===== src/rtl/regfile_pkg.sv =====
// Shared defaults, types and packed-vector helpers for the regfile_mp register file.
package regfile_pkg;

    localparam int DEFAULT_DATA_W = 32;
    localparam int DEFAULT_DEPTH  = 32;
    localparam int REG_ZERO       = 0;

    typedef logic [DEFAULT_DATA_W-1:0]        word_t;
    typedef logic [$clog2(DEFAULT_DEPTH)-1:0] addr_t;

    // Low bit of lane k in a vector of lanes that are w bits wide.
    function automatic int slice_lo(input int k, input int w);
        return k * w;
    endfunction

    // True when an address names a real, writable register.
    function automatic logic addr_ok(input int addr, input int depth, input bit zero_reg);
        return (addr < depth) && !(zero_reg && addr == REG_ZERO);
    endfunction

endpackage


===== src/rtl/regfile_bypass_mux.sv =====
// Per-read-port select: stored word, write-through bypass (highest write port wins), or zero.
module regfile_bypass_mux
    import regfile_pkg::*;
#(
    parameter int  DATA_W   = DEFAULT_DATA_W,
    parameter int  DEPTH    = DEFAULT_DEPTH,
    parameter int  NUM_WR   = 1,
    parameter int  ZERO_REG = 1,
    localparam int AW       = $clog2(DEPTH)
) (
    input  logic [DATA_W-1:0]        i_stored,
    input  logic [NUM_WR-1:0]        i_wr_en,
    input  logic [NUM_WR*AW-1:0]     i_wr_addr,
    input  logic [NUM_WR*DATA_W-1:0] i_wr_data,
    input  logic [AW-1:0]            i_rd_addr,
    output logic [DATA_W-1:0]        o_rd_data,
    output logic                     o_match
);

    logic [DATA_W-1:0] w_bypass;
    logic              w_valid;

    // NOTE: combinational logic uses blocking assignments with defaults first, so no latch is inferred.
    always_comb begin
        w_valid  = addr_ok(int'(i_rd_addr), DEPTH, ZERO_REG != 0);
        o_match  = 1'b0;
        w_bypass = '0;
        for (int k = 0; k < NUM_WR; k++) begin
            if (i_wr_en[k] && w_valid && i_wr_addr[slice_lo(k, AW) +: AW] == i_rd_addr) begin
                o_match  = 1'b1;
                w_bypass = i_wr_data[slice_lo(k, DATA_W) +: DATA_W];
            end
        end
        if (!w_valid)     o_rd_data = '0;
        else if (o_match) o_rd_data = w_bypass;
        else              o_rd_data = i_stored;
    end

endmodule


===== src/rtl/regfile_mp.sv =====
// Parametrised multi-port register file with write-through bypass and write-port priority.
// Optional busy scoreboard (sb_set_*, rd_busy) is built when REGFILE_SCOREBOARD_EN is defined.
module regfile_mp
    import regfile_pkg::*;
#(
    parameter int  DATA_W   = DEFAULT_DATA_W,
    parameter int  DEPTH    = DEFAULT_DEPTH,
    parameter int  NUM_RD   = 2,
    parameter int  NUM_WR   = 1,
    parameter int  ZERO_REG = 1,
    localparam int AW       = $clog2(DEPTH)
) (
    input  logic                     clk,
    input  logic                     reset,
    input  logic [NUM_WR-1:0]        wr_en,
    input  logic [NUM_WR*AW-1:0]     wr_addr,
    input  logic [NUM_WR*DATA_W-1:0] wr_data,
    input  logic [NUM_RD*AW-1:0]     rd_addr,
`ifdef REGFILE_SCOREBOARD_EN
    input  logic                     sb_set_en,
    input  logic [AW-1:0]            sb_set_addr,
    output logic [NUM_RD-1:0]        rd_busy,
`endif
    output logic [NUM_RD*DATA_W-1:0] rd_data
);

    logic [DATA_W-1:0] r_mem [DEPTH];
    logic [NUM_WR-1:0] w_wr_en;

    // Bypass is blocked while reset is low so every read port sees the cleared file.
    assign w_wr_en = wr_en & {NUM_WR{reset}};

    // NOTE: the array is reset asynchronously because the block must read zero the moment reset asserts;
    // later loop iterations override earlier ones, which gives the higher-index write port priority.
    always_ff @(posedge clk or negedge reset) begin
        if (!reset) begin
            for (int i = 0; i < DEPTH; i++) r_mem[i] <= '0;
        end else begin
            for (int k = 0; k < NUM_WR; k++) begin
                if (wr_en[k] && addr_ok(int'(wr_addr[slice_lo(k, AW) +: AW]), DEPTH, ZERO_REG != 0))
                    r_mem[wr_addr[slice_lo(k, AW) +: AW]] <= wr_data[slice_lo(k, DATA_W) +: DATA_W];
            end
        end
    end

`ifdef REGFILE_SCOREBOARD_EN
    logic [DEPTH-1:0] r_busy;

    // Clears are applied first so a same-cycle set on the same register wins.
    always_ff @(posedge clk or negedge reset) begin
        if (!reset) begin
            r_busy <= '0;
        end else begin
            for (int k = 0; k < NUM_WR; k++) begin
                if (wr_en[k] && addr_ok(int'(wr_addr[slice_lo(k, AW) +: AW]), DEPTH, ZERO_REG != 0))
                    r_busy[wr_addr[slice_lo(k, AW) +: AW]] <= 1'b0;
            end
            if (sb_set_en && addr_ok(int'(sb_set_addr), DEPTH, ZERO_REG != 0))
                r_busy[sb_set_addr] <= 1'b1;
        end
    end
`endif

    for (genvar j = 0; j < NUM_RD; j++) begin : g_rd
        logic [AW-1:0]     w_addr;
        logic [DATA_W-1:0] w_stored;
`ifdef REGFILE_SCOREBOARD_EN
        logic              w_match;
`else
        logic              w_match_unused;
`endif

        assign w_addr   = rd_addr[slice_lo(j, AW) +: AW];
        assign w_stored = (int'(w_addr) < DEPTH) ? r_mem[w_addr] : '0;

        regfile_bypass_mux #(
            .DATA_W   (DATA_W),
            .DEPTH    (DEPTH),
            .NUM_WR   (NUM_WR),
            .ZERO_REG (ZERO_REG)
        ) u_mux (
            .i_stored  (w_stored),
            .i_wr_en   (w_wr_en),
            .i_wr_addr (wr_addr),
            .i_wr_data (wr_data),
            .i_rd_addr (w_addr),
            .o_rd_data (rd_data[slice_lo(j, DATA_W) +: DATA_W]),
`ifdef REGFILE_SCOREBOARD_EN
            .o_match   (w_match)
`else
            .o_match   (w_match_unused)
`endif
        );

`ifdef REGFILE_SCOREBOARD_EN
        assign rd_busy[j] = ((int'(w_addr) < DEPTH) ? r_busy[w_addr] : 1'b0) && !w_match;
`endif
    end

endmodule


===== config.mk =====
export PLATFORM = sky130hd
export DESIGN_NAME = regfile_mp
export DESIGN_NICKNAME = d
export VERILOG_FILES = /design/src/rtl/regfile_pkg.sv /design/src/rtl/regfile_bypass_mux.sv /design/src/rtl/regfile_mp.sv
export SDC_FILE = /design/constraint.sdc
export NUM_CORES = 2
export LEC_CHECK = 0
export ABC_AREA = 1
export ABC_CLOCK_PERIOD_IN_PS = 1500
export BUFFER_PORTS_ARGS = -buffer_cell sky130_fd_sc_hd__buf_2
export CAP_MARGIN = 5
export CORE_MARGIN = 5
export CORE_UTILIZATION = 35
export DETAILED_ROUTE_END_ITERATION = 7
export PLACE_DENSITY = 0.47
export SKIP_LAST_GASP = 1
export SYNTH_ARGS = -nofsm -noshare
export SYNTH_HDL_FRONTEND = slang
export SYNTH_SLANG_ARGS = --single-unit

===== constraint.sdc =====
create_clock -name clk -period 1.5 [get_ports clk]
set_clock_uncertainty 0.15 [all_clocks]
set_input_delay 0.075 -clock clk [delete_from_list [all_inputs] [get_ports clk]]
set_output_delay 0.075 -clock clk [all_outputs]
set_load 0.02 [all_outputs]

# After elaboration in Yosys (flattened, before gate mapping)
# Index checks and enable logic that the tools add are counted.
[totals] reg_bits=1024 inputBits=50 output_inout_bits=64
[classes] magnitude_cmp=4 eq_ne=2 muxes=17 n_bitwise=4 n_reduce_logical=12
[op_table] op="$bwmux 1024" count=1
[op_table] op="$mux 32" count=11
[op_table] op="$bmux 32 s5" count=2
[op_table] op="$demux 32 s5" count=1
[op_table] op="$ge 6x6->1 const B" count=3
[op_table] op="$not 5->6" count=3
[op_table] op="$logic_not 5->1" count=3
[op_table] op="$eq 5x5->1" count=2
[op_table] op="$logic_and 1x1->1" count=6
[op_table] op="$lt 6x1->1 const B" count=1
[op_table] op="$logic_not 1->1" count=3
[op_table] op="$mux 1" count=2
[op_table] op="$and 1x1->1" count=1

# Longest topological paths before layout
[depth] ltp_word=7 mapped_depth=13 depth_no_buf=10

# Modules after synthesis
# Synthesis repeated with hierarchy kept, for this count alone.
[hier_totals] cells_unflattened=8688 hier_area_um2=57916.8
[modules_own_cells] module="regfile_mp" instances=1 cells_per_inst=8272 area_per_inst_um2=56075.0 seq_area_each_um2=25624.6
[modules_own_cells] module="regfile_bypass_mux" instances=2 cells_per_inst=208 area_per_inst_um2=920.9 seq_area_each_um2=0.0

# Worst setup path after synthesis
# No wires, ideal clock.
[synth_timing] kind="input-to-output" startpoint="input port rd_addr[0]" endpoint="output port rd_data[14]" t_arrival_ns=1.562 setup_slack_ns=-0.287 path_stages=9 path_buffers=2 cell_sequence="buf_2 > inv_2 > nand3_1 > nor3_1 > nor2_1 > nand2_1 > buf_1 > o21ai_1 > a21oi_1"
[synth_via] elab_chain_cells=7 word_cells_on_any_way=13 classes_between="eq/ne (1); mux (7); bitwise (1); reduce/logical (4)"
[synth_rtl] element="start, declared" line_no="regfile_mp.sv:18" rtl="input logic [NUM_RD*AW-1:0] rd_addr,"
[synth_rtl] element="parallel branches: the longest is 6 deep, another holds $bmux 32 s5"
[synth_rtl] element="$mux 32 *" line_no="regfile_bypass_mux.sv:34" rtl="if (!w_valid) o_rd_data = '0;"
[synth_rtl] element="end, declared" line_no="regfile_mp.sv:24" rtl="output logic [NUM_RD*DATA_W-1:0] rd_data"
# Mark *: on every way between the ends. The select of a mux whose other input is x is not followed.

# Final worst setup path
[layout_timing] startpoint="register r_mem[309] (netlist bit)" endpoint="output port rd_data[21]"
[layout_via] elab_chain_cells=5
[layout_rtl] element="start, declared" line_no="regfile_mp.sv:27" rtl="logic [DATA_W-1:0] r_mem [DEPTH];"
[layout_rtl] element="start signal, assigned by index" line_no="regfile_mp.sv:41" rtl="r_mem[wr_addr[slice_lo(k, AW) +: AW]] <= wr_data[slice_lo(k, DATA_W) +: DATA_W];"
[layout_rtl] element="$bmux 32 s5" line_no="regfile_mp.sv:74" rtl="assign w_stored = (int'(w_addr) < DEPTH) ? r_mem[w_addr] : '0;"
[layout_rtl] element="$mux 32 (not written as such) (2 in a row)" line_no="regfile_mp.sv:74"
[layout_rtl] element="$mux 32" line_no="regfile_bypass_mux.sv:35" rtl="else if (o_match) o_rd_data = w_bypass;"
[layout_rtl] element="$mux 32" line_no="regfile_bypass_mux.sv:34"
# No other way between the ends. The select of a mux whose other input is x is not followed.

==> impl_metrics.toml <==
[cts]
cts_buffers = 132
cts-root-buf = "clkbuf_16"
clock_latency_ps = 770
clk_pin_slew_ps = 60
clock-sinks = 1024
cts_tree = "done"
clockBufferDepth = 3
htreeDepth = 4

[global_routing]
grt_max_degree = 155
first_global_vias = 59840
grtUsageTotal = 0.2993
antenna_found_initial = 17
grt_pass1_wl_microns = 404000
grt_overflow = 0

[drt]
detail-route-antenna-nets = 0
routedWlPerCell_microns = 23.30
drtIter0Drc = 6967
drc = 0
dr.pass1.iters = 6
wirelength_microns = 275400
viasPerCell = 5.352
vias = 63260

[finish]
layout_commonest_cell = "nand2_1"
fin_nets = 9521
layout-drive-gt1-share = 0.2046
top_regs = "r_mem: 1024 flops"
finish.utilization = 0.4618
largest_reg_flops = 1024
regMostFlops = "r_mem"
final_cell_mix = "3,010 x nand2_1, 1,329 x nand3_1, 1,024 x dfrtp_1"
syn_to_final_growth_pct = 31.68

[floorplanning]
die-area_sq_mm = 0.1799
start_util = 0.3507
io_pins = 114
design.core.area_sq_mm = 0.1712
die_h_microns = 424.1
fp.dieW_microns = 424.1
num_rows = 152

[placed_design]
portBuffers = 113
routabilityCongestion = 0.8989
dp_hpwl_microns = 178200

[critical_path]
rr_startpoint = "r_mem[905]$_DFFE_PN0P_"
r2r_setup_slack_ps = 370
worstRegToRegCells = 5
start_kind = "flop"
critical_path_required_ps = 1270
crit_arrival_ps = 2170
crit_type = "reg -> out"
worst-path-max-fanout = 2
r2r-end = "r_mem[905]$_DFFE_PN0P_"
end_kind = "output pin"

[pwr]
cellLeakagePower_nw = 39.44
power_mw = 94.22
power_density_mw_per_mm2 = 1192
irDropWorstVdd_uv = 962.5

[timing]
slew_violations = 0
finalCritPeriodShare = 1.600
maxSlewHeadroom = 0.2921
worst_slack_ps = -899.3
fmaxAchievable_mhz = 416.8
hold_viol = 115
timing.hold.ws_ps = -149.0
setup_viol = 975
period_minus_slack_ps = 2399
rsz0062_at_grt = "yes"
tightest_slew_ps = 1062

[synth]
ys_types = 23
syn_area_sq_mm = 0.06002
synth_nets = 9142
ys_seq_area_frac = 0.4269
ys_seq_elements = 1024
yosys_warnings = 0
syn_area_per_cell_sq_um = 6.602
synthCells = 9092

[worst_hold_path]
hold_path_class = "in -> async"

[run_status]
violations = "hold timing, setup timing"
outcome = "complete, but fails checks"

[run]
cap_violations = 0
==> critical path: stages, from the launching register on <==
cell and delay (ps):
dfrtp_1 400, buf_4 130, o211ai_1 150, nand3_1 100, nand3_1 90, nand3_2 100
nand2_4 170, a21oi_4 90, buf_8 130
==> cells in the mapped netlist (all sizes together) <==
master / n / area share
nand2: 3202 / 0.20
nand3: 1619 / 0.13
o21ai: 1082 / 0.090
inv: 1063 / 0.066
dfrtp: 1024 / 0.43
clkbuf: 584 / 0.037
buf: 180 / 0.013
nor2: 121 / 0.0078
o211ai: 102 / 0.013
a21oi: 83 / 0.0069
nor3: 13 / 0.0016
or2: 9 / 0.00094
clkinv: 3 / 0.00019
nor4: 2 / 0.00046
o22ai: 2 / 0.00021
xor2: 2 / 0.00029
xnor2: 1 / 0.00015
==> cell families (layout without fill, tap and decap cells) <==
group / Yosys count / count (layout) / synth area share
DFF: 1024 / 1024 / 0.4269
other: 0 / 9 / 0
and+or+nand+nor: 4966 / 4966 / 0.3460
buffers and inverters: 1830 / 2314 / 0.1165
AOI/OAI and AO/OA: 1269 / 1269 / 0.1101
xor gates and xnor gates: 3 / 3 / 0.0004378
==> power breakdown <==
group	switching (mW)	internal (mW)
clock network	13.3	20.5
registers	2.71	32.9
logic	15.0	9.81
total	31.0	63.2
==> area by class of cell <==
cell class,instances,area (sq um)
clock buffers,201,3969
clock inverters,38,594.3
repair buffers,1009,11100
flip-flops and latches,1024,25620
diodes,9,22.52
fillers,17350,92130
inverters,1066,4044
multi-input cells,6238,30890
well taps,2233,2794
==> what timing repair did <==
action                                  CTS  global route
pin swaps                               279           278
setup endpoints to repair                64          1346
endpoints found under the hold margin  1435           267
gates resized for setup                 532           345
setup buffers                            22            56
hold buffers                             42             4
==> worst max path at each step <==
stage                                       from                     end  slack [ps]  cells past startpoint
final                     r_mem[309]$_DFFE_PN0P_             rd_data[21]        -900                      8
after global routing      r_mem[471]$_DFFE_PN0P_             rd_data[23]       -1000                     11
after CTS                 r_mem[343]$_DFFE_PN0P_             rd_data[23]        -970                     11
after detailed placement              rd_addr[0]             rd_data[21]        -840                     13
after global placement                rd_addr[0]             rd_data[21]        -840                     13
after floorplan                       wr_addr[3]  r_mem[513]$_DFFE_PN0P_         -20                      7
==> layer usage <==
metal,part of all wire,global-route usage
met1,0.42,0.3963
met2,0.45,0.4763
met3,0.071,0.04643
met4,0.054,0.1511
met5,0,0
==> through the flow <==
| stage | TNS (ps) | worst slack, ps | instance area [sq um] | std cells |
|---|---|---|---|---|
| after floorplan | -736.7 | -19.89 | 61170 | 9092 |
| after detailed placement | -402560 | -837.5 | 70640 | 11460 |
| final | -299530 | -899.3 | 79040 | 11820 |
| after global routing | -397070 | -998.9 | 79030 | 11810 |
| after CTS | -196270 | -969.4 | 77490 | 11750 |
| after global placement | -394720 | -840.9 | 70640 | 11460 |
No activity file was read; power rests on OpenSTA's default activity.
